$ cat src/rtl/time_digit_regs_pkg.sv
// Shared definitions for the time/date display register bank:
// register address map, BCD byte type and commit state encoding.
package time_digit_regs_pkg;

  localparam logic [3:0] ADDR_DAY    = 4'd0;
  localparam logic [3:0] ADDR_MONTH  = 4'd1;
  localparam logic [3:0] ADDR_YEAR   = 4'd2;
  localparam logic [3:0] ADDR_HOUR   = 4'd3;
  localparam logic [3:0] ADDR_MIN    = 4'd4;
  localparam logic [3:0] ADDR_SEC    = 4'd5;
  localparam logic [3:0] ADDR_SW_HR  = 4'd6;
  localparam logic [3:0] ADDR_SW_MIN = 4'd7;
  localparam logic [3:0] ADDR_SW_SEC = 4'd8;
  localparam logic [3:0] ADDR_COMMIT = 4'd15;

  localparam int NUM_REGS = 9;

  typedef logic [7:0] bcd_byte_t;

  typedef enum logic {
    ST_IDLE,
    ST_PEND
  } commit_state_t;

  function automatic logic bcd_ok(input bcd_byte_t b);
    return (b[7:4] <= 4'd9) && (b[3:0] <= 4'd9);
  endfunction

endpackage

$ cat src/rtl/time_digit_regs_bcd_hour12.sv
// bcd_hour12: combinational 24-hour BCD to 12-hour BCD conversion with pm flag.
// Inputs outside 00..23 give unspecified results.
module bcd_hour12
  import time_digit_regs_pkg::*;
(
  input  bcd_byte_t hour_in,
  output bcd_byte_t hour_out,
  output logic      pm
);

  logic [6:0] bin;
  logic [6:0] adj;

  // Go through binary so the tens borrow (e.g. 21 -> 09) falls out naturally.
  always_comb begin
    bin = {hour_in[7:4], 3'b000} + {2'b00, hour_in[7:4], 1'b0} + {3'b000, hour_in[3:0]};
    pm  = (bin >= 7'd12);
    if (bin == 7'd0) begin
      adj = 7'd12;
    end else if (bin > 7'd12) begin
      adj = bin - 7'd12;
    end else begin
      adj = bin;
    end
    if (adj >= 7'd10) begin
      hour_out = {4'd1, 4'(adj - 7'd10)};
    end else begin
      hour_out = {4'd0, adj[3:0]};
    end
  end

endmodule

$ cat src/rtl/time_digit_regs.sv
// time_digit_regs: shadow registers for BCD date/time/stopwatch bytes, committed
// atomically to the display digits on a frame tick. Define HOUR12_EN for 12-hour display.
module time_digit_regs
  import time_digit_regs_pkg::*;
(
  input  logic       clk,
  input  logic       reset,
  input  logic       wr_valid,
  output logic       wr_ready,
  input  logic [3:0] wr_addr,
  input  logic [7:0] wr_data,
  input  logic       frame_tick,
  output logic [3:0] dig0,
  output logic [3:0] dig1,
  output logic [3:0] dig2,
  output logic [3:0] dig3,
  output logic [3:0] dig4,
  output logic [3:0] dig5,
  output logic [3:0] dig6,
  output logic [3:0] dig7,
  output logic [3:0] dig8,
  output logic [3:0] dig9,
  output logic [3:0] dig10,
  output logic [3:0] dig11,
  output logic [3:0] dig12,
  output logic [3:0] dig13,
  output logic [3:0] dig14,
  output logic [3:0] dig15,
  output logic [3:0] dig16,
  output logic [3:0] dig17,
  output logic       pm,
  output logic       err,
  output logic       commit_busy
);

  commit_state_t state, next_state;
  bcd_byte_t     shadow [NUM_REGS];
  bcd_byte_t     disp   [NUM_REGS];
  bcd_byte_t     hour_disp;
  logic          pm_disp;
  logic          do_commit;
  logic          accept;
  logic          is_commit;
  logic          write_ok;

  assign accept    = wr_valid && wr_ready;
  assign is_commit = (wr_addr == ADDR_COMMIT);
  assign write_ok  = (wr_addr <= ADDR_SW_SEC) && bcd_ok(wr_data);

  always_ff @(posedge clk or negedge reset) begin
    if (!reset) begin
      state <= ST_IDLE;
    end else begin
      state <= next_state;
    end
  end

  // In IDLE the port is always ready, so wr_valid alone means the COMMIT is accepted.
  always_comb begin
    next_state  = state;
    wr_ready    = 1'b0;
    commit_busy = 1'b0;
    do_commit   = 1'b0;
    case (state)
      ST_IDLE: begin
        wr_ready = 1'b1;
        if (wr_valid && is_commit) begin
          next_state = ST_PEND;
        end
      end
      ST_PEND: begin
        commit_busy = 1'b1;
        if (frame_tick) begin
          do_commit  = 1'b1;
          next_state = ST_IDLE;
        end
      end
      default: next_state = ST_IDLE;
    endcase
  end

  always_ff @(posedge clk or negedge reset) begin
    if (!reset) begin
      for (int i = 0; i < NUM_REGS; i++) begin
        shadow[i] <= '0;
      end
      err <= 1'b0;
    end else begin
      for (int i = 0; i < NUM_REGS; i++) begin
        if (accept && write_ok && (wr_addr == 4'(i))) begin
          shadow[i] <= wr_data;
        end
      end
      err <= accept && !write_ok && !is_commit;
    end
  end

`ifdef HOUR12_EN
  bcd_hour12 u_hour12 (
    .hour_in  (shadow[ADDR_HOUR]),
    .hour_out (hour_disp),
    .pm       (pm_disp)
  );
`else
  assign hour_disp = shadow[ADDR_HOUR];
  assign pm_disp   = 1'b0;
`endif

  // The hour slot takes the (possibly converted) value; all others copy straight through.
  always_ff @(posedge clk or negedge reset) begin
    if (!reset) begin
      for (int i = 0; i < NUM_REGS; i++) begin
        disp[i] <= '0;
      end
      pm <= 1'b0;
    end else if (do_commit) begin
      for (int i = 0; i < NUM_REGS; i++) begin
        disp[i] <= (i == int'(ADDR_HOUR)) ? hour_disp : shadow[i];
      end
      pm <= pm_disp;
    end
  end

  assign dig0  = disp[0][7:4];
  assign dig1  = disp[0][3:0];
  assign dig2  = disp[1][7:4];
  assign dig3  = disp[1][3:0];
  assign dig4  = disp[2][7:4];
  assign dig5  = disp[2][3:0];
  assign dig6  = disp[3][7:4];
  assign dig7  = disp[3][3:0];
  assign dig8  = disp[4][7:4];
  assign dig9  = disp[4][3:0];
  assign dig10 = disp[5][7:4];
  assign dig11 = disp[5][3:0];
  assign dig12 = disp[6][7:4];
  assign dig13 = disp[6][3:0];
  assign dig14 = disp[7][7:4];
  assign dig15 = disp[7][3:0];
  assign dig16 = disp[8][7:4];
  assign dig17 = disp[8][3:0];

endmodule

$ cat config.mk
export PLATFORM = sky130hd
export DESIGN_NAME = time_digit_regs
export DESIGN_NICKNAME = d
export VERILOG_FILES = /design/src/rtl/time_digit_regs_pkg.sv /design/src/rtl/time_digit_regs_bcd_hour12.sv /design/src/rtl/time_digit_regs.sv
export SDC_FILE = /design/constraint.sdc
export NUM_CORES = 1
export LEC_CHECK = 0
export ABC_AREA = 1
export CORE_ASPECT_RATIO = 1.75
export CORE_MARGIN = 5
export CORE_UTILIZATION = 54
export CTS_CLUSTER_SIZE = 40
export DETAILED_ROUTE_END_ITERATION = 8
export GPL_TIMING_DRIVEN = 0
export PLACE_DENSITY = 0.86
export SYNTH_ARGS = -nofsm -noshare
export SYNTH_HDL_FRONTEND = slang
export SYNTH_HIERARCHICAL = 1
export SYNTH_SLANG_ARGS = --single-unit
export TNS_END_PERCENT = 100
$ cat constraint.sdc
create_clock -name clk -period 1.6 [get_ports clk]
set_input_delay 0.16 -clock clk [delete_from_list [all_inputs] [get_ports clk]]
set_output_delay 0.16 -clock clk [all_outputs]
set_load 0.005 [all_outputs]
==> run metrics, run 1 <==
Area Growth Syn to Fin 29.0%; leak pwr 3.98 nW; Post-route DRC 0; post-route ant nets 0; Syn Nets 534; startpoint types primary input; final WL 15400 µm; hold path endpoint shadow[0]$_DFFE_PN0P_; CP required 1.91 ns; Yosys Warn Count 6; GRT Util Overall 0.230; vias per cell 5.84; Top delay family on crit path simple AND/OR/NAND/NOR gates; total die area 13800 µm²; # rows 52; Crit Path Class primary input to flop; Worst Hold Class primary input to flop; Syn Std Cell Area 6210 µm²; Worst Tran Pin Value 0.685 ns; clk_lat worst skew 0.42 ns; placed cells 742; Fmax 643 MHz; Post-synth ARST share 1.00; clk slew on worst S/H paths 0.06 ns; total CTS buffers 17; Initial DRC Count 431; initial antenna violation count 0; pin count of the biggest net entering global routing 76; die span in y 152 µm; Final Core Density 0.700; Die X 91.1 µm; Distinct cells, synth 25; Cell Count, Final, Fillers Out 780; WHS Path Cells 3; status completed; HPWL Detailed 10600 µm; max-cap viol count 0; DR WL/cell 19.7 µm; setup_tns 0 ns; post-synthesis register bit count 146; clk_skew 0.00593 ns; Post-synth EDFFs 0; CP Capture Type flop; Reg2Reg Setup Slack 0.07 ns; CTS tree done; Cells after Synth 518; Reg with most FFs shadow; Core Box Area 11500 µm²; first-pass GRT wire length 25100 µm; n_diodes 0; Slew Limit Fails 0; Detailed Routing Iterations Pass 1 5; CP bufs+invs 2; clk sinks 146; area fraction of the dominant cell type after synthesis 0.588; CP Data Arrival Time 1.87 ns; top post-synthesis cells by area dfrtp_1 59%, mux2_2 13%, nand2_1 9.1%; fin crit share 0.973; HP Start wr_data[0]; via count 4556; max reg flops 64; GP Congestion 0.867; vias in the first global route 4807; Most used DFF post-synth dfrtp_1; relative slew slack 0.544; CP Cell Sequence clkdlybuf4s50_1 -> inv_2 -> nand2_1 -> nor2_2 -> nand4_4 -> nand2_1 -> nand2_1; crit path launch wr_addr[3]; Pwr Density 1250 nW/µm²; worst reg2reg path depth 3; CTS H-tree lvls 4; crit-path max FO 9; register area share after synthesis 0.588; buffers added on ports 88; FF-to-FF End dig1[3]$_DFFE_PN0P_; final setup vio count 0; synthesized area per cell 12.0 µm²; grt total ovfl 0; fin crit period 1.56 ns; Hold Vio Cnt, Final 0; CP max stage delay 0.48 ns; Max stage delay cell, worst path clkdlybuf4s50_1; Max rail drop VDD 0.902 mV; Crit Reg-Reg Startpoint state$_DFF_PN0_; layout cell share with drive strength beyond 1 0.260; crit-path most repeated cell nand2_1; Starting Density 0.543; post-synth top area cell dfrtp_1; Clock Tree Buf Depth 2; CTS root buf clkbuf_16; # IOs 92; Post-layout nets 648
==> worst max path at each step <==
stage / slack, ns / cells after the start / endpoint
6_report: 0.04 / 7 / shadow[22]$_DFFE_PN0P_
2_1_floorplan: 0.27 / 5 / hour_disp[0]$_DFFE_PN0P_
3_5_place_dp: -0.35 / 7 / shadow[49]$_DFFE_PN0P_
5_1_grt: -0.02 / 7 / shadow[16]$_DFFE_PN0P_
3_3_place_gp: -4.82 / 1 / dig12[0]$_DFFE_PN0P_
4_1_cts: 0.01 / 6 / shadow[49]$_DFFE_PN0P_
==> what timing repair did <==
item | CTS | global route
hold buffers | 1 | 0
endpoints found under the setup margin | 2 | 48
endpoints found under the hold margin | 74 | 0
resized for setup | 4 | 2
buffers inserted | 1 | 4
pin swaps | 1 | 1
==> power breakdown <==
group          leakage [nW]  internal (mW)  switching (mW)  total [mW]
Combinational          1.71          0.789           0.651        1.44
Sequential             1.98           4.16           0.275        4.43
Clock                 0.291           2.57            1.54        4.12
Total                  3.98           7.52            2.47        9.99
==> through the flow <==
step / total power, mW / area [µm²] / hold WS [ns] / setup slack [ns]
floorplan: 5.06 / 6210 / -0.136 / 0.275
global placement: 5.80 / 7260 / 0.451 / -4.82
detailed placement: 5.89 / 7290 / 0.228 / -0.354
CTS: 10.0 / 7950 / 0.160 / 0.0146
global route: 10.4 / 8010 / 0.181 / -0.0215
finish: 9.99 / 8010 / 0.179 / 0.0436
==> layer usage <==
| layer | routed length [µm] | track usage | share of wire | up-vias |
|---|---|---|---|---|
| met3 | 844 | 0.0628 | 0.055 | 55 |
| met5 | 0 | 0 | 0 | - |
| met2 | 8340 | 0.396 | 0.54 | 171 |
| met1 | 5570 | 0.256 | 0.36 | 2308 |
| li1 | - | - | - | 2022 |
| met4 | 643 | 0.119 | 0.042 | 0 |
==> cell usage in the layout, fill, tap and decap left out, types with 3 or more instances in the layout <==
master,n
buf_12,4
buf_2,7
buf_4,7
buf_6,3
buf_8,7
bufinv_16,3
clkbuf_16,17
clkbuf_8,10
clkdlybuf4s50_1,86
clkinvlp_4,5
dfrtp_1,145
inv_1,7
mux2_2,72
nand2_1,151
nand4_1,72
nand4_4,9
nor2_1,5
nor2_2,8
o21ai_0,3
==> synthesized netlist by cell type (3+ instances only) <==
cell type	number
nand2_1	151
dfrtp_1	146
mux2_2	72
nand4_1	72
nor2_2	10
nand4_4	9
buf_8	8
inv_1	8
buf_2	7
clkbuf_8	7
buf_4	5
nor2_1	5
o21ai_0	3
==> kinds of logic after synthesis <==
kind of cell,after synthesis,synth area share
buf+inv,41,0.0578
mux,72,0.131
flops,146,0.588
compound gates,4,0.00322
simple gates,254,0.220
other cells,1,0.000604
==> layout make-up <==
cell class	count	area, µm²
buffer	31	327
inverter	10	37.5
clock buffer	20	467
multi-input combinational	331	2210
fill	737	3440
tap	135	169
sequential	146	3650
timing repair buffer	95	993
clock inverter	12	155
==> tightest hold or removal path: stages <==
cell,delay (ns)
clkbuf_2,0.21
nand4_1,0.14
nand2_1,0.05
(Power assumes the default switching activity.)
==> inputs of run 2 (changes only) <==
- CORE_MARGIN: 5 -> 1
==> run 2 against run 1 <==
Sequential power barely moved. Fmax grew 1.4%. Highest routed layer unchanged. Worst setup slack better by 0.021 ns. Count of clock-buffer cells in the layout is 2 higher. Sequential share of layout area decreased by 0.13 points. Worst hold slack gained 0.0082 ns. Wire length shrank 4.0%. Via count shrank 0.94%. Flip-flop and latch count stayed put. Largest cell class unchanged.
==> run metrics, run 2 (same netlist as run 1, synthesis figures left out) <==
Slew Limit Fails 0 (unchanged); Crit Path Class flop to flop; clk sinks 146 (unchanged); CP Capture Type flop; Detailed Routing Iterations Pass 1 5 (unchanged); dpl ws -0.277 ns (+0.0763 ns); initial antenna violation count 0 (unchanged); GRT Util Overall 0.257 (+0.0264); worst setup margin 0.0649 ns (+0.0213 ns); Max rail drop VDD 0.901 mV (about the same); CP Cell Sequence nand2_2 -> clkbuf_8 -> mux2_2; Worst Tran Pin Value 0.543 ns (-0.142 ns); clk slew on worst S/H paths 0.06 ns (about the same); vias in the first global route 4652 (-3.2%); worst reg2reg path depth 3 (unchanged); n_diodes 0 (unchanged); Clock Tree Buf Depth 2 (unchanged); CTS H-tree lvls 4 (unchanged); CTS root buf clkbuf_16; # IOs 92 (unchanged); buffers added on ports 88 (unchanged); Multi-input gate area 2210 µm² (unchanged); WHS Path Cells 3 (unchanged); total power draw 10.2 mW (+2.3%); CP required 1.90 ns (about the same); post-route ant nets 0 (unchanged); grt total ovfl 0 (unchanged); vias per cell 5.80 (-0.69%); relative slew slack 0.638 (+0.0946); CP max stage delay 0.44 ns (-0.04 ns); Die X 83.1 µm (-8.8%); crit-path max FO 10 (+1); clk_lat worst skew 0.42 ns (about the same); final setup vio count 0 (unchanged); sequential cell area 3650 µm² (unchanged); max reg flops 64 (unchanged); Worst Hold Class primary input to flop; max-cap viol count 0 (unchanged); unrepaired setup endpoints after global routing no; Post-layout nets 650 (+0.31%); Initial DRC Count 436 (+1.2%); leak pwr 4.01 nW (+0.80%); status completed; Max stage delay cell, worst path dfrtp_2; clk_skew 0.00566 ns (-0.000269 ns); Core Box Area 11200 µm² (-2.5%); fin crit period 1.54 ns (-0.0213 ns); Area Growth Syn to Fin 29.3%; total CTS buffers 17 (unchanged); most common cell after layout, fill and taps aside nand2_1; die span in y 144 µm (-5.3%); placed inst area 7290 µm² (about the same); fill cell count 720 (-2.3%); startpoint types flop; Reg with most FFs shadow; Starting Density 0.556 (+0.0138); post-route cell area 8040 µm² (+0.28%); fin crit share 0.959 (-0.0133); commonest non-fill, non-tap cells in the layout 151 x nand2_1, 145 x dfrtp_1, 86 x clkdlybuf4s50_1; via count 4513 (-0.94%); CTS tree done; DR WL/cell 19.0 µm (-3.7%); layout cell share with drive strength beyond 1 0.260 (-0.000403); Pwr Density 1270 nW/µm² (+2.1%); first-pass GRT wire length 23400 µm (-6.9%); GP Congestion 0.907 (+4.6%); HPWL Detailed 9730 µm (-7.8%); # rows 51 (-1.9%); Post-route DRC 0 (unchanged); final WL 14800 µm (-4.0%); pin count of the biggest net entering global routing 110 (+45%); CP Data Arrival Time 1.83 ns (-0.04 ns); Fmax 651 MHz (+1.4%); total die area 12000 µm² (-14%); Hold Vio Cnt, Final 0 (unchanged)
[run 2: through the flow]
step                setup TNS, ns  hold WS (ns)   util  cells
floorplan                       0        -0.136      -    518
global placement          -734.21         0.449  0.650    738
detailed placement         -21.51        0.0841  0.653    739
CTS                             0         0.175  0.714    772
global route                    0         0.192  0.720    778
finish                          0         0.187  0.720    778
[run 2: what timing repair did]
item                       in CTS  in global routing
buffers inserted                1                  6
hold buffers                    1                  0
hold endpoints to repair       37                  0
resized for setup               4                  1
setup endpoints to repair       2                 39
pin swaps                       1                  1
[run 2: report_power, final]
part	internal, mW	switching [mW]	leakage (nW)
sequential	4.16	0.282	1.98
combinational	0.786	0.633	1.72
clock	2.88	1.48	0.317
total	7.83	2.40	4.01
[run 2: layout make-up]
class / count / area share
Sequential cell: 146 / 0.455
Multi-Input combinational cell: 331 / 0.275
Timing Repair Buffer: 97 / 0.124
Clock buffer: 22 / 0.0590
Buffer: 31 / 0.0400
Clock inverter: 9 / 0.0220
Tap cell: 132 / 0.0206
Inverter: 10 / 0.00467
[run 2: layer usage]
layer,wire [µm],GRT usage,up-vias
met5,0,0,-
met1,5520,0.285,2236
met2,7950,0.458,198
met3,668,0.0494,53
met4,646,0.148,0
li1,-,-,2026
[run 2: worst max-delay path, delay by kind of cell, from the launching register on]
family	cells	cell delay (ns)
mux	1	0.35
simple gates	1	0.33
buf+inv	1	0.28
flops	1	0.44
[run 2: final timing paths]
check | start | to | slack (ns)
max | state$_DFF_PN0_ | dig0[2]$_DFFE_PN0P_ | 0.06
min | wr_data[0] | shadow[8]$_DFFE_PN0P_ | 0.19
max reg2reg | state$_DFF_PN0_ | dig0[2]$_DFFE_PN0P_ | 0.06
min reg2reg | shadow[0]$_DFFE_PN0P_ | shadow[0]$_DFFE_PN0P_ | 0.48
max in group asynchronous | reset | hour_disp[0]$_DFFE_PN0P_ | 0.54
min in group asynchronous | reset | dig16[1]$_DFFE_PN0P_ | 0.22
==> inputs of run 3 (changes only) <==
--- a/constraint.sdc
+++ b/constraint.sdc
@@ -3,2 +3,2 @@
 set_output_delay 0.16 -clock clk [all_outputs]
-set_load 0.005 [all_outputs]
+set_load 0.1 [all_outputs]
==> run 3 against run 2 <==
Core utilization down 0.55 points. Count of clock-buffer cells in the layout unchanged. Cell count down 0.90%. Critical path type unchanged. Largest cell class unchanged.
==> run metrics, run 3 (same netlist as run 1, synthesis figures left out) <==
status completed; Cell Count, Final, Fillers Out 771 (-0.90%); Fmax 642 MHz (-1.5%); first-pass GRT wire length 24200 µm (+3.6%); Reg with most FFs shadow; pin count of the biggest net entering global routing 88 (-20%); setup_tns 0 ns (unchanged); sw frac 0.366 (+0.132); Psw 4.13 mW (+72%); Initial DRC Count 295 (-32%); GRT Util Overall 0.268 (+0.0117); total CTS buffers 17 (unchanged); clk_lat worst skew 0.43 ns (about the same); CTS root buf clkbuf_16; final setup vio count 0 (unchanged); CP Capture Type flop; max-cap viol count 0 (unchanged); Max rail drop VDD 1.16 mV (+28%); clock power share 0.336 (-0.091); clk sinks 146 (unchanged); relative slew slack 0.476 (-0.162); # IOs 92 (unchanged); # rows 51 (unchanged); Fin Hold WS 0.198 ns (+0.0109 ns); max reg flops 64 (unchanged); clk slew on worst S/H paths 0.06 ns (about the same); total power draw 11.3 mW (+10%); fill cell count 703 (-2.4%); Starting Density 0.556 (unchanged); layout cell share with drive strength beyond 1 0.371 (+0.111); fin crit period 1.56 ns (+0.0236 ns); die span in y 144 µm (unchanged); Max stage delay cell, worst path dfrtp_4; DR WL/cell 19.7 µm (+3.5%); vias in the first global route 4826 (+3.7%); n_diodes 0 (unchanged); leak pwr 3.97 nW (-1.2%); CP bufs+invs 2 (+1); post-route ant nets 0 (unchanged); Top delay family on crit path simple AND/OR/NAND/NOR gates; initial antenna violation count 0 (unchanged); placed cells 739 (unchanged); Core Box Area 11200 µm² (unchanged); Clock Tree Buf Depth 2 (unchanged); via count 4588 (+1.7%); CP required 1.96 ns (+0.06 ns); grt total ovfl 0 (unchanged); fin crit share 0.974 (+0.0148); CTS tree done; Area Growth Syn to Fin 28.4%; crit-path max FO 10 (unchanged); Pwr Density 1410 nW/µm² (+11%); Post-layout nets 643 (-1.1%); GP Congestion 0.863 (-4.8%); commonest non-fill, non-tap cells in the layout 151 x nand2_1, 145 x dfrtp_1, 73 x clkdlybuf4s15_2; unrepaired setup endpoints after global routing yes; CTS H-tree lvls 4 (unchanged); final WL 15200 µm (+2.5%); most common cell after layout, fill and taps aside nand2_1; Crit Path Class flop to flop; Worst Tran Pin Value 0.785 ns (+0.242 ns); combinational power share 0.270 (+0.131); Hold Vio Cnt, Final 0 (unchanged); Slew Limit Fails 0 (unchanged); vias per cell 5.95 (+2.6%); internal power 7.14 mW (-8.8%); Post-route DRC 0 (unchanged); CP Data Arrival Time 1.92 ns (+0.09 ns); startpoint types flop; CP Cell Sequence nor2_8 -> buf_12 -> buf_8 -> nand4_1 -> nand2_1; Reg power frac 0.394 (-0.040); CP max stage delay 0.53 ns (+0.09 ns); Die X 83.1 µm (unchanged); total die area 12000 µm² (unchanged); Worst Hold Class primary input to flop; HPWL Detailed 10000 µm (+2.8%); buffers added on ports 88 (unchanged); clk_skew 0.00477 ns (-0.000890 ns); Detailed Routing Iterations Pass 1 5 (unchanged)
==> run 3: cell types whose count changed in the layout (fill, tap and decap cells not counted), moves of 2 or more <==
cell,change
buf_4,-4
bufinv_16,-4
clkdlybuf4s15_2,+73
clkdlybuf4s50_1,-74
clkinv_2,+2
clkinvlp_4,+3
==> run 3: cell type report <==
type	instances	area, µm²	share of cell area
buffer	31	327	0.0410
clock buffer	22	484	0.0607
clock inverter	9	81.3	0.0102
inverter	10	41.3	0.00518
multi-input combinational	331	2210	0.278
sequential	146	3660	0.459
tap	132	165	0.0207
timing repair buffer	90	1000	0.126
==> run 3: path summary, 6_finish.rpt <==
kind | cells past startpoint | slack [ns] | to | from
worst max-delay path | 5 | 0.04 | shadow[11]$_DFFE_PN0P_ | state$_DFF_PN0_
worst min-delay path | 3 | 0.20 | shadow[36]$_DFFE_PN0P_ | wr_data[4]
worst max register to register | 5 | 0.04 | shadow[11]$_DFFE_PN0P_ | state$_DFF_PN0_
worst min register to register | 2 | 0.47 | shadow[70]$_DFFE_PN0P_ | shadow[70]$_DFFE_PN0P_
max in group asynchronous | 3 | 0.42 | state$_DFF_PN0_ | reset
min in group asynchronous | 2 | 0.37 | dig17[1]$_DFFE_PN0P_ | reset
==> run 3: through the flow <==
stage | util | setup slack, ns | instance area (µm²)
floorplan | - | -0.00183 | 6220
global placement | 0.651 | -5.87 | 7270
detailed placement | 0.654 | -0.334 | 7300
CTS | 0.713 | 0.00295 | 7960
global route | 0.714 | -0.0215 | 7970
finish | 0.714 | 0.0412 | 7970
==> run 3: power groups by stage <==
stage / Clock [mW] / Sequential (mW) / Combinational (mW)
2_1_floorplan: 0 / 6.09 / 0.654
3_3_place_gp: 0 / 4.47 / 3.02
3_5_place_dp: 0 / 4.50 / 3.09
4_1_cts: 3.80 / 4.44 / 3.05
5_1_grt: 3.96 / 4.49 / 3.16
6_report: 3.78 / 4.44 / 3.04
==> run 3: repair_timing <==
action / 4_1_cts / 5_1_grt
hold buffers: 1 / 0
endpoints found under the hold margin: 86 / 0
buffers inserted: 0 / 0
resized for setup: 231 / 2
pin swaps: 0 / 2
endpoints found under the setup margin: 76 / 109
==> run 3: worst register-to-register path, stage by stage (launching register included) <==
cell,delay [ns]
dfrtp_4,0.53
nor2_8,0.34
buf_12,0.22
buf_8,0.15
nand4_1,0.15
nand2_1,0.10
==> run 3: per-layer routing <==
layer,vias to the layer above,routed length [µm],track usage
met5,-,0,0
met4,0,625,0.161
met3,55,902,0.0638
met2,218,8150,0.469
met1,2303,5480,0.296
li1,2012,-,-
